### src/rtl/time_set_ctrl.sv
// time_set_ctrl: front-panel hours/minutes editor with debounced buttons, load strobe and blink control
module time_set_ctrl #(
  parameter int DEBOUNCE_CYCLES = 1000000,
  parameter int BLINK_HALF      = 12500000
) (
  input  logic       clk_50MHz,
  input  logic       reset_n,
  input  logic       btn_mode,
  input  logic       btn_inc,
  input  logic [4:0] cur_hours,
  input  logic [5:0] cur_minutes,
  output logic [4:0] set_hours,
  output logic [5:0] set_minutes,
  output logic [5:0] set_seconds,
  output logic       load,
  output logic       run_en,
  output logic       blink_hours,
  output logic       blink_minutes
);
  localparam int CW = $clog2(DEBOUNCE_CYCLES + 1);
  localparam int BW = $clog2(BLINK_HALF + 1);
  localparam logic [1:0] RUN         = 2'd0;
  localparam logic [1:0] SET_HOURS   = 2'd1;
  localparam logic [1:0] SET_MINUTES = 2'd2;
  localparam logic [1:0] COMMIT      = 2'd3;
  // index 0 is the mode button, index 1 the inc button
  logic [1:0]    sync1_q, sync2_q, deb_q, deb_d, press_q, press_d;
  logic [CW-1:0] cnt_q [2];
  logic [CW-1:0] cnt_d [2];
  logic [1:0]    state_q, state_d;
  logic [4:0]    hours_q, hours_d;
  logic [5:0]    minutes_q, minutes_d;
  logic [BW-1:0] bcnt_q, bcnt_d;
  logic          phase_q, phase_d;
  logic          inc_acc, clr, bwrap;
  logic          run_en_q, run_en_d, load_q, load_d;
  logic          blink_h_q, blink_h_d, blink_m_q, blink_m_d;
  logic          mode_p, inc_p;

  // debounce: flip the accepted level after a full run of disagreeing samples, pulse on rising flips
  always_comb begin
    for (int i = 0; i < 2; i++) begin
      deb_d[i] = deb_q[i];
      cnt_d[i] = '0;
      if (sync2_q[i] != deb_q[i]) begin
        if (cnt_q[i] == CW'(DEBOUNCE_CYCLES - 1)) deb_d[i] = ~deb_q[i];
        else cnt_d[i] = cnt_q[i] + CW'(1);
      end
      press_d[i] = deb_d[i] & ~deb_q[i];
    end
  end

  assign mode_p = press_q[0];
  assign inc_p  = press_q[1] & ~press_q[0];

  // edit FSM: mode steps through the fields, inc bumps the field being edited with wrap
  always_comb begin
    state_d   = state_q;
    hours_d   = hours_q;
    minutes_d = minutes_q;
    inc_acc   = 1'b0;
    case (state_q)
      RUN: if (mode_p) begin
        hours_d   = (cur_hours > 5'd23) ? 5'd0 : cur_hours;
        minutes_d = (cur_minutes > 6'd59) ? 6'd0 : cur_minutes;
        state_d   = SET_HOURS;
      end
      SET_HOURS: begin
        if (mode_p) state_d = SET_MINUTES;
        else if (inc_p) begin
          hours_d = (hours_q == 5'd23) ? 5'd0 : hours_q + 5'd1;
          inc_acc = 1'b1;
        end
      end
      SET_MINUTES: begin
        if (mode_p) state_d = COMMIT;
        else if (inc_p) begin
          minutes_d = (minutes_q == 6'd59) ? 6'd0 : minutes_q + 6'd1;
          inc_acc   = 1'b1;
        end
      end
      default: state_d = RUN;
    endcase
  end

  // blink phase: free-running half-period counter, restarted visible on field entry and each accepted inc
  always_comb begin
    clr     = inc_acc | ((state_d != state_q) & ((state_d == SET_HOURS) | (state_d == SET_MINUTES)));
    bwrap   = bcnt_q == BW'(BLINK_HALF - 1);
    bcnt_d  = (clr | bwrap) ? '0 : bcnt_q + BW'(1);
    phase_d = clr ? 1'b0 : phase_q ^ bwrap;
  end

  // output decode from next state so every output leaves a flop
  always_comb begin
    run_en_d  = state_d == RUN;
    load_d    = state_d == COMMIT;
    blink_h_d = (state_d == SET_HOURS) & phase_d;
    blink_m_d = (state_d == SET_MINUTES) & phase_d;
  end

  // all state registers, cleared asynchronously to the run state with nothing pending
  always_ff @(posedge clk_50MHz or negedge reset_n) begin
    if (!reset_n) begin
      sync1_q   <= '0;
      sync2_q   <= '0;
      deb_q     <= '0;
      press_q   <= '0;
      cnt_q[0]  <= '0;
      cnt_q[1]  <= '0;
      state_q   <= RUN;
      hours_q   <= '0;
      minutes_q <= '0;
      bcnt_q    <= '0;
      phase_q   <= 1'b0;
      run_en_q  <= 1'b1;
      load_q    <= 1'b0;
      blink_h_q <= 1'b0;
      blink_m_q <= 1'b0;
    end else begin
      sync1_q   <= {btn_inc, btn_mode};
      sync2_q   <= sync1_q;
      deb_q     <= deb_d;
      press_q   <= press_d;
      cnt_q[0]  <= cnt_d[0];
      cnt_q[1]  <= cnt_d[1];
      state_q   <= state_d;
      hours_q   <= hours_d;
      minutes_q <= minutes_d;
      bcnt_q    <= bcnt_d;
      phase_q   <= phase_d;
      run_en_q  <= run_en_d;
      load_q    <= load_d;
      blink_h_q <= blink_h_d;
      blink_m_q <= blink_m_d;
    end
  end

  assign set_hours     = hours_q;
  assign set_minutes   = minutes_q;
  assign set_seconds   = 6'd0;
  assign load          = load_q;
  assign run_en        = run_en_q;
  assign blink_hours   = blink_h_q;
  assign blink_minutes = blink_m_q;
endmodule

### config.mk
export PLATFORM = sky130hd
export DESIGN_NAME = time_set_ctrl
export DESIGN_NICKNAME = d
export VERILOG_FILES = /design/src/rtl/time_set_ctrl.sv
export SDC_FILE = /design/constraint.sdc
export NUM_CORES = 1
export LEC_CHECK = 0
export ABC_CLOCK_PERIOD_IN_PS = 4750
export CAP_MARGIN = 20
export CORE_UTILIZATION = 60
export DETAILED_ROUTE_END_ITERATION = 12
export HOLD_SLACK_MARGIN = 0.06
export PLACE_DENSITY = 0.82
export SYNTH_ARGS = -nofsm -noshare
export SYNTH_HDL_FRONTEND = slang
export SYNTH_SLANG_ARGS = --single-unit
export TNS_END_PERCENT = 20
### constraint.sdc
create_clock -name clk_50MHz -period 4.75 [get_ports clk_50MHz]
set_clock_uncertainty 0.2 [all_clocks]
set_input_delay 0.7125 -clock clk_50MHz [delete_from_list [all_inputs] [get_ports clk_50MHz]]
set_output_delay 0.7125 -clock clk_50MHz [all_outputs]
set_load 0.05 [all_outputs]
* After elaboration in Yosys (flattened, before gate mapping)
Index checks and enable logic that the tools add are counted.
Widths: inputs -> output; s select.
** Cells by class
- Add/subtract/negate cells :: 5
- $lt $le $gt $ge :: 2
- Eq/ne operators :: 18
- Multiplexer cells :: 29
- Bitwise operators :: 13
- Reduce and logical (&&, ||, !) cells :: 7
** Operator list (number)
- $mux 20 :: 4
- $add 20x1->20 const B :: 2
- $eq 20x20->1 const B :: 2
- $mux 6 :: 5
- $mux 5 :: 5
- $add 24x1->24 const B :: 1
- $eq 24x24->1 const B :: 1
- $mux 24 :: 1
- $pmux 6 s2 :: 1
- $ne 2x2->1 const B :: 5
- $pmux 5 s2 :: 1
- $mux 1 :: 8
- $reduce_and 4->1 :: 2
- $add 6x1->6 const B :: 1
- $and 1x1->1 :: 6
- $eq 2x2->1 const B :: 3
- $eq 6x6->1 const B :: 1
- $gt 6x6->1 const B :: 1
- $mux 2 :: 3
- $pmux 2 s3 :: 1
- $add 5x1->5 const B :: 1
- $eq 5x5->1 const B :: 1
- $gt 5x5->1 const B :: 1
- $eq 2x1->1 const B :: 2
- 8 further kinds :: 15
** Storage, ports and cells
- Flip-flop bits (word level) :: 90
- Input bits :: 15
- Output and inout port bits :: 21
- Word-level logic and storage cells :: 89

* Depth between registers and ports, before layout
Gate-level depths: netlist of run 1.
- Depth after elaboration :: 8
- Depth in mapped cells :: 11

* Worst setup path after synthesis of run 1
No wires, ideal clock.
- Path type :: reg-to-reg
- Start :: register state_q[1]
- End :: register bcnt_q[12]
- Setup time :: 0.136 ns
- Arrival time :: 2.308 ns
- Data required time :: 4.414 ns
- Setup slack :: 2.106 ns
- Stages on the path, launching flop included :: 12
- Period minus slack after synthesis :: 2.644 ns
- Cells stage by stage :: dfrtp_1 -> inv_1 -> ha_1 -> clkbuf_1 -> a21o_1 -> o21ai_0 -> a21o_1 -> ha_1 -> nor2_1 -> a31oi_2 -> clkbuf_1 -> nor3_1
** On the way
- Cells in the longest elaborated chain, start to end :: 8
- Elaborated cells on any way between the ends :: 17
- Classes of those cells :: 5 x eq/ne; 6 x mux; 4 x bitwise; 2 x reduce/logical
** RTL lines
- start, declared :: line 30 : logic [1:0] state_q, state_d;
- start signal, assigned :: line 127 : state_q <= state_d;
- $eq 2x2->1, or another cell as far along :: line 62 : case (state_q)
- $pmux 2 s3 :: line 62
- $eq 2x1->1 / $eq 2x2->1 (equally long branches) :: line 88 : clr = inc_acc | ((state_d != state_q) & ((state_d == SET_HOURS) | (state_d == SET_MINUTES)));
- $or 1x1->1 :: line 88
- $and 1x1->1 :: line 88
- $or 1x1->1 (*) :: line 88
- $or 1x1->1 (*) :: line 90 : bcnt_d = (clr | bwrap) ? '0 : bcnt_q + BW'(1);
- $mux 24 (*) :: line 90
- named net bcnt_d[12] :: line 33 : logic [BW-1:0] bcnt_q, bcnt_d;
- end signal, assigned :: line 130 : bcnt_q <= bcnt_d;
- end, declared :: line 33
Mark *: on every way through the listed nets, which the timed path passes. The rest lies on a longest branch.
A chain may end at the register's enable or synchronous reset.

* Final worst setup path of run 1
- Start :: register state_q[0]
- End :: register bcnt_q[20]
Same word-level chain as after synthesis.

==> results by group, run 1 <==
Placed design
  – GP Congestion: 0.9359
  – Dpl hpwl: 5656 um
  – IO buf count: 29
  – Placed Cells incl. Taps: 576

Floorplanning
  – Initial Utilization: 62.14%
  – Core box area: 0.007253 mm2
  – Chip width: 88.67 um
  – Die height: 88.67 um
  – Num ports: 36
  – Number of core rows: 31
  – Die area: 0.007862 mm2

Detailed routing
  – Detailed-route via count: 3307
  – WL met3: 307 um
  – Highest Signal Layer: met4
  – Vias per std cell: 5.596
  – WL final: 8350 um
  – DRC: 0
  – 1st-iter DRT viols: 129
  – Post-route met1 wirelength: 3821 um
  – Wire per inst: 14.13 um
  – Post-DRT Antenna Nets: 0
  – Metal2 WL: 4054 um
  – First-pass iteration count of the detailed router: 4

Timing
  – Actual slew at the worst max-slew pin: 0.7346 ns
  – Min Hold Slack: 0.1521 ns
  – Slew headroom: 50.65%
  – Final min period: 2.927 ns
  – # setup viols final: 0
  – Tcrit/Tclk final: 61.61%
  – Fmax: 341.7 MHz
  – Slew Viols, Final: 0
  – Total negative slack: 0 ns
  – Hold Violations, Final: 0
  – RSZ-0062 raised after global routing: no

CTS
  – Resize count post-CTS: 0
  – Worst-case clock buffer depth: 2
  – Cts hold-fix bufs: 0
  – CTS root buf: clkbuf_8
  – Worst skew pair latency: 0.37 ns
  – CTS Buf Count: 9
  – CTS H-tree depth: 3
  – Sink Count: 90
  – Reg clk slew, reported paths: 0.09 ns
  – Post-CTS setup buffer count: 0
  – CTS tree: yes

Finish
  – Leading cell type in the layout, fill and taps excluded: dfrtp_1
  – Layout overhead on the synthesized area: 12.27%
  – Finished Core Util: 69.76%
  – Fillers: 580
  – Layout cells sized above 1: 6.098%
  – Non-Filler Instances: 591
  – Leading cell types in the layout, fill and taps excluded: dfrtp_1 (89), nor2_1 (66), xor2_1 (41), nand2_1 (30), clkdlybuf4s50_1 (28)
  – Final #Nets: 517
  – # diodes: 0

GRT
  – Vias in the first global route: 3205
  – GRT Total Usage: 23.85%
  – First-pass GRT wire length: 14430 um
  – Initial antenna violation count: 0
  – GRT overflow: 0
  – Largest net degree at the start of global routing: 59

Critical path
  – Worst-path cell chain: inv_1 > ha_1 > nor2_1 > a211o_1 > ha_1 > nor2_1 > a31oi_2 > buf_8 > nor3_1
  – Worst Setup Start Kind: flop
  – CP Data Required Time: 4.79 ns
  – R2R cell count: 9
  – Slowest cell on crit path: dfrtp_1
  – Capturing element type of the critical path: flop
  – CP Max Fanout: 17
  – Arrival @ worst endpoint: 2.96 ns
  – WS Path Type: flop to flop
  – Largest stage delay on the critical path: 0.47 ns

Logic synthesis
  – Asr flop ratio synth: 100.0%
  – Mapped cell area: 0.004507 mm2
  – Sequential share of the synthesized area: 50.00%
  – Syn Inst Count: 455
  – Avg Inst Size Synth: 9.905 um2
  – #FFs+latches synth: 90
  – Yosys cell types: 45
  – Post-synth EDFFs: 0
  – Synth warnings: 0
  – Synth Flop Type: dfrtp_1

Pwr
  – PwrDens: 260.6 mW/mm2
  – Max IR drop VDD: 0.0001862 V
  – Lkg Pwr: 2.251 nW

Hold path
  – Worst Hold Depth: 0
  – Min-Delay Path Class: flop to flop

Status
  – Status: finished, final reports clean

Run
  – Maximum Capacitance Violations: 0
==> sequential cells by signal, indices dropped and copies added (netlist names) <==
register and cells:
phase_q 1, state_q 2, sync1_q 2, sync2_q 2, load 1, blink_minutes 1, press_q 2, set_minutes 6
cnt_q 40, deb_q 2, blink_hours 1, bcnt_q 24, set_hours 5, run_en 1
==> metrics by stage <==
step	worst slack, ns	power (mW)	cell area (um2)
finish	1.823	1.319	5060
detailed placement	1.855	0.8542	4881
CTS	1.837	1.334	5060
global placement	1.639	0.8528	4866
floorplan	2.106	0.8244	4526
global route	1.626	1.367	5060
==> synthesized netlist by cell type, types with 2 or more instances <==
master / n / area share (%)
a21oi_1: 13 / 1.4
inv_1: 13 / 1.1
nand3_1: 26 / 2.9
nand4_1: 14 / 1.9
a31oi_1: 2 / 0.28
nor4bb_1: 2 / 0.44
nor3_1: 24 / 2.7
a21o_1: 2 / 0.33
nand2_1: 30 / 2.5
nor4b_1: 2 / 0.39
nor2_1: 66 / 5.5
and3_1: 17 / 2.4
clkbuf_1: 7 / 0.58
a22o_1: 2 / 0.39
o21ai_0: 17 / 1.9
a22oi_1: 2 / 0.33
buf_4: 7 / 1.2
and2_1: 4 / 0.56
mux2_2: 2 / 0.50
nor4_1: 2 / 0.28
and3_2: 2 / 0.33
and4_1: 4 / 0.78
nor3b_1: 9 / 1.5
xnor2_1: 21 / 4.1
nor2b_1: 3 / 0.42
nand3b_1: 2 / 0.33
xor2_1: 41 / 8.0
ha_1: 14 / 3.9
dfrtp_1: 89 / 49
==> cell type report <==
| type | count | area (um2) | share of cell area (%) |
|---|---|---|---|
| multi-input cells | 343 | 2145 | 42.38 |
| inverters | 13 | 48.80 | 0.9644 |
| flip-flops and latches | 90 | 2253 | 44.54 |
| repair buffers | 31 | 310.3 | 6.133 |
| clock inverters | 4 | 27.53 | 0.5440 |
| well taps | 99 | 123.9 | 2.448 |
| clock buffers | 11 | 151.4 | 2.992 |
==> path summary, 6_finish.rpt <==
kind | from | endpoint | slack, ns
setup / recovery | state_q[0]$_DFF_PN0_ | bcnt_q[20]$_DFF_PN0_ | 1.82
hold / removal | sync1_q[1]$_DFF_PN0_ | sync2_q[1]$_DFF_PN0_ | 0.15
setup reg to reg | state_q[0]$_DFF_PN0_ | bcnt_q[20]$_DFF_PN0_ | 1.82
min in group asynchronous | reset_n | set_minutes[5]$_DFFE_PN0P_ | 0.20
hold reg to reg | sync1_q[1]$_DFF_PN0_ | sync2_q[1]$_DFF_PN0_ | 0.15
max in group asynchronous | reset_n | cnt_q[31]$_DFF_PN0_ | 3.26
==> cells by family (layout without fill, tap and decap cells) <==
kind of cell	after synthesis	after routing	synth area share [%]
adder cells (fa/ha/maj)	14	14	3.887
multiplexers	2	2	0.4997
buffers and inverters	27	59	2.832
other	1	6	0.08321
AND/OR/NAND/NOR	214	214	24.43
flip-flops	90	90	50.00
AO/OA/AOI/OAI	45	45	6.219
XOR/XNOR	62	62	12.05
==> critical path: cells and delay by family (launching register included) <==
| kind | cells | cell delay [ns] |
|---|---|---|
| and+or+nand+nor | 3 | 0.24 |
| DFF | 1 | 0.47 |
| AOI/OAI and AO/OA | 2 | 0.79 |
| adders and majority gates | 2 | 0.72 |
| buffers and inverters | 2 | 0.38 |
==> report_power, final <==
part | switching [mW] | internal, mW
combinational | 0.0407 | 0.0194
sequential | 0.00557 | 0.772
clock | 0.265 | 0.216
total | 0.311 | 1.01
==> routing by layer <==
layer | vias up | track usage (%)
met4 | 0 | 9.238
li1 | 1619 | -
met3 | 19 | 4.851
met1 | 1609 | 31.97
met5 | - | 0
met2 | 60 | 38.32
Note: power is estimated with default switching activity, not from simulation.
==> run 2: changes to the inputs <==
Settings changed: ABC_CLOCK_PERIOD_IN_PS 4750 to 2500, CORE_UTILIZATION 60 to 53, PLACE_DENSITY 0.82 to 0.77.
Clock period 4.75 ns to 2.5 ns, I/O delays scaled along.
==> results by group, run 2 (synthesis gave the netlist of run 1 again) <==
GRT
  – Vias in the first global route: 3326
  – GRT Total Usage: 21.47%
  – GRT overflow: 0
  – Initial antenna violation count: 0
  – First-pass GRT wire length: 14810 um
  – Largest net degree at the start of global routing: 49

Detailed routing
  – WL final: 8723 um
  – Detailed-route via count: 3352
  – DRC: 0
  – Vias per std cell: 5.513
  – Post-DRT Antenna Nets: 0
  – First-pass iteration count of the detailed router: 4
  – Wire per inst: 14.35 um
  – 1st-iter DRT viols: 115

Floorplanning
  – Initial Utilization: 54.85%
  – Chip width: 94.22 um
  – Die area: 0.008876 mm2
  – Number of core rows: 33
  – Core box area: 0.008217 mm2
  – Num ports: 36
  – Die height: 94.22 um

Finish
  – Biggest register: cnt_q
  – # diodes: 0
  – Finished Core Util: 64.09%
  – Leading cell type in the layout, fill and taps excluded: dfrtp_1
  – Multi-input gate area: 0.002196 mm2
  – Design Area, Final: 0.005266 mm2
  – Largest register FFs: 40
  – Final #Nets: 527
  – Fillers: 685
  – Non-Filler Instances: 608
  – Layout overhead on the synthesized area: 16.85%
  – Leading cell types in the layout, fill and taps excluded: dfrtp_1 (89), nor2_1 (65), xor2_1 (40), nand2_1 (30), clkdlybuf4s50_1 (28)
  – Layout cells sized above 1: 9.543%
  – Sequential Area: 0.002253 mm2

Placed design
  – Area after DPL: 0.004995 mm2
  – Placed Cells incl. Taps: 591
  – GP Congestion: 0.8313
  – Dpl hpwl: 5978 um
  – Dpl ws: 0.03805 ns
  – IO buf count: 29

CTS
  – Sink Count: 90
  – Worst skew pair latency: 0.35 ns
  – Post-CTS setup buffer count: 0
  – Worst-case clock buffer depth: 2
  – CTS tree: yes
  – CTS root buf: clkbuf_8
  – CTS Buf Count: 9
  – CTS H-tree depth: 3
  – Reg clk slew, reported paths: 0.08 ns

Pwr
  – Max IR drop VDD: 0.0003137 V
  – Lkg Pwr: 2.332 nW
  – Tot Pwr: 2.679 mW
  – PwrDens: 508.7 mW/mm2

Timing
  – # setup viols final: 0
  – Final min period: 2.376 ns
  – Actual slew at the worst max-slew pin: 0.6463 ns
  – Post-layout worst setup margin: 0.1240 ns
  – Fmax: 420.9 MHz
  – Total negative slack: 0 ns
  – Slew headroom: 56.65%
  – Hold Violations, Final: 0
  – RSZ-0062 raised after global routing: no
  – Tcrit/Tclk final: 95.04%
  – Min Hold Slack: 0.1564 ns
  – Slew Viols, Final: 0

Hold path
  – Min-Delay Path Class: flop to flop

Run
  – Maximum Capacitance Violations: 0

Critical path
  – Arrival @ worst endpoint: 2.44 ns
  – WS Path Type: flop to flop
  – Capturing element type of the critical path: flop
  – Worst Setup Start Kind: flop
  – CP Max Fanout: 27
  – CP Data Required Time: 2.56 ns

Status
  – Status: finished, final reports clean
-- run 2: report_power, final --
group	total (mW)	internal [mW]	switching, mW	leakage (nW)
Clock	1.08	0.587	0.491	0.109
Sequential	1.48	1.47	0.0111	1.18
Combinational	0.123	0.0430	0.0797	1.04
Total	2.68	2.10	0.582	2.33
-- run 2: per-layer routing --
layer	share of wire [%]	GRT usage (%)
met5	0	0
met4	1.8	8.205
met3	2.8	4.854
met2	49	36.47
met1	46	26.46
-- run 2: final timing paths --
kind | from | end | slack [ns] | depth (start not counted)
hold reg to reg | sync1_q[1]$_DFF_PN0_ | sync2_q[1]$_DFF_PN0_ | 0.16 | 0
max in group asynchronous | reset_n | bcnt_q[3]$_DFF_PN0_ | 1.08 | 3
setup reg to reg | state_q[0]$_DFF_PN0_ | bcnt_q[0]$_DFF_PN0_ | 0.12 | 9
min in group asynchronous | reset_n | set_minutes[5]$_DFFE_PN0P_ | 0.37 | 2
hold / removal | sync1_q[1]$_DFF_PN0_ | sync2_q[1]$_DFF_PN0_ | 0.16 | 0
setup / recovery | state_q[0]$_DFF_PN0_ | bcnt_q[0]$_DFF_PN0_ | 0.12 | 9
-- run 2: worst max-delay path, stage by stage, from the launching register on --
cell,delay (ns)
dfrtp_1,0.39
inv_1,0.16
ha_2,0.26
nor2_1,0.07
a211o_1,0.30
ha_1,0.32
nor2_2,0.15
a31oi_4,0.05
buf_12,0.19
nor3_1,0.20
-- run 2: layout make-up --
type                            count  share of cell area [%]
Clock buffer                       11                   2.685
Clock inverter                      5                   1.473
Inverter                           13                  0.9266
Multi-Input combinational cell    343                   41.70
Sequential cell                    90                   42.79
Tap cell                          105                   2.495
Timing Repair Buffer               41                   7.935
-- run 2: what timing repair did --
item,in CTS,in global routing
endpoints found under the setup margin,0,21
gates resized for setup,0,10
hold buffers,1,0
hold endpoints to repair,46,0
==> run 3: changes to the inputs <==
Settings changed: CAP_MARGIN 20 to unset, CORE_MARGIN set to 5.
==> results by group, run 3 (synthesis gave the netlist of run 1 again) <==
Critical path
  – Worst Setup Start Kind: flop
  – CP Max Fanout: 27
  – Capturing element type of the critical path: flop
  – R2R cell count: 10
  – CP Data Required Time: 2.57 ns
  – WS Path Type: flop to flop
  – Arrival @ worst endpoint: 2.40 ns

Hold path
  – Worst Hold Depth: 0
  – Min-Delay Path Class: flop to flop

Timing
  – Post-layout worst setup margin: 0.1641 ns
  – Final min period: 2.336 ns
  – Fmax: 428.1 MHz
  – Actual slew at the worst max-slew pin: 0.6343 ns
  – Slew headroom: 57.46%
  – Slew Viols, Final: 0
  – Tcrit/Tclk final: 93.43%
  – Hold Violations, Final: 0
  – Total negative slack: 0 ns
  – # setup viols final: 0

Finish
  – Largest register FFs: 40
  – Layout cells sized above 1: 9.145%
  – Final #Nets: 527
  – Layout overhead on the synthesized area: 16.30%
  – Leading cell types in the layout, fill and taps excluded: dfrtp_1 (88), nor2_1 (65), xor2_1 (41), nand2_1 (30), clkdlybuf4s50_1 (28)
  – Leading cell type in the layout, fill and taps excluded: dfrtp_1
  – # diodes: 0
  – Biggest register: cnt_q

Floorplanning
  – Initial Utilization: 54.58%
  – Chip width: 102.2 um
  – Number of core rows: 33
  – Die area: 0.01045 mm2
  – Die height: 102.2 um
  – Core box area: 0.008258 mm2
  – Num ports: 36

Detailed routing
  – Wire per inst: 14.15 um
  – Vias per std cell: 5.576
  – WL final: 8601 um
  – Detailed-route via count: 3390
  – 1st-iter DRT viols: 126
  – First-pass iteration count of the detailed router: 4
  – DRC: 0
  – Post-DRT Antenna Nets: 0

Pwr
  – Max IR drop VDD: 0.0002946 V
  – PwrDens: 499.5 mW/mm2
  – Lkg Pwr: 2.317 nW

Status
  – Status: finished, final reports clean

CTS
  – CTS root buf: clkbuf_8
  – CTS H-tree depth: 3
  – Sink Count: 90
  – CTS Buf Count: 9
  – Reg clk slew, reported paths: 0.09 ns
  – Worst-case clock buffer depth: 2
  – CTS tree: yes
  – Worst skew pair latency: 0.35 ns

GRT
  – Largest net degree at the start of global routing: 43
  – GRT Total Usage: 17.70%
  – Vias in the first global route: 3376
  – First-pass GRT wire length: 14970 um
  – Initial antenna violation count: 0
  – GRT overflow: 0

Placed design
  – IO buf count: 29
  – GP Congestion: 0.8739
  – Dpl hpwl: 6070 um
  – Dpl ws: 0.004773 ns

Run
  – Maximum Capacitance Violations: 0
==> run 3: changes by cell type in the layout (fill, tap and decap cells not counted), moves of 2 or more <==
cell,before,now
clkinv_2,2,0
nor3b_2,2,0
nor3b_1,7,9
clkinv_4,0,3
==> run 3: path summary, 6_finish.rpt <==
check / start / endpoint / slack, ns
setup / recovery: state_q[0]$_DFF_PN0_ / bcnt_q[10]$_DFF_PN0_ / 0.16
hold / removal: sync1_q[1]$_DFF_PN0_ / sync2_q[1]$_DFF_PN0_ / 0.14
setup reg to reg: state_q[0]$_DFF_PN0_ / bcnt_q[10]$_DFF_PN0_ / 0.16
hold reg to reg: sync1_q[1]$_DFF_PN0_ / sync2_q[1]$_DFF_PN0_ / 0.14
max in group asynchronous: reset_n / cnt_q[39]$_DFF_PN0_ / 1.20
min in group asynchronous: reset_n / set_minutes[3]$_DFFE_PN0P_ / 0.26
==> run 3: critical path, stage by stage (launching register included) <==
cell     delay, ns
dfrtp_2       0.47
inv_2         0.14
ha_4          0.18
a21o_1        0.13
o21ai_0       0.08
a21o_1        0.21
ha_1          0.28
nor2_2        0.13
a31oi_4       0.05
buf_12        0.19
nor3_1        0.19
==> run 3: repair_timing <==
item / CTS / global route
setup buffers: 0 / 0
resized for setup: 1 / 8
hold endpoints to repair: 26 / 0
hold buffers: 1 / 0
setup endpoints to repair: 5 / 27
pin swaps: 0 / 1
==> run 3: area by class of cell <==
class	count	area (um2)
Tap cell	105	131.4
Inverter	13	48.80
Timing Repair Buffer	41	417.9
Clock inverter	5	63.81
Clock buffer	11	141.4
Fill cell	687	3017
Multi-Input combinational cell	343	2183
Sequential cell	90	2255
==> run 3: power breakdown <==
group          total (mW)  internal, mW  switching, mW
clock                1.02         0.495          0.522
combinational       0.123        0.0431         0.0796
sequential           1.48          1.47         0.0109
==> run 3: per-stage QoR <==
stage / utilization, % / cells / hold WS (ns) / power (mW) / instance area [um2]
2_1_floorplan: - / 460 / -0.1206 / 1.566 / 4537
3_3_place_gp: 60.48 / 591 / 0.1014 / 1.627 / 4995
3_5_place_dp: 60.48 / 591 / 0.1121 / 1.630 / 4995
4_1_cts: 63.12 / 608 / 0.1542 / 2.650 / 5213
5_1_grt: 63.47 / 608 / 0.1656 / 2.724 / 5241
6_report: 63.47 / 608 / 0.1447 / 2.618 / 5241
==> run 3: metal layers <==
layer | up-vias | global-route usage (%) | wire (um)
met4 | 0 | 6.054 | 156
met2 | 63 | 29.64 | 4170
met1 | 1663 | 22.50 | 3886
met3 | 14 | 4.437 | 388
met5 | - | 0 | 0
li1 | 1650 | - | -
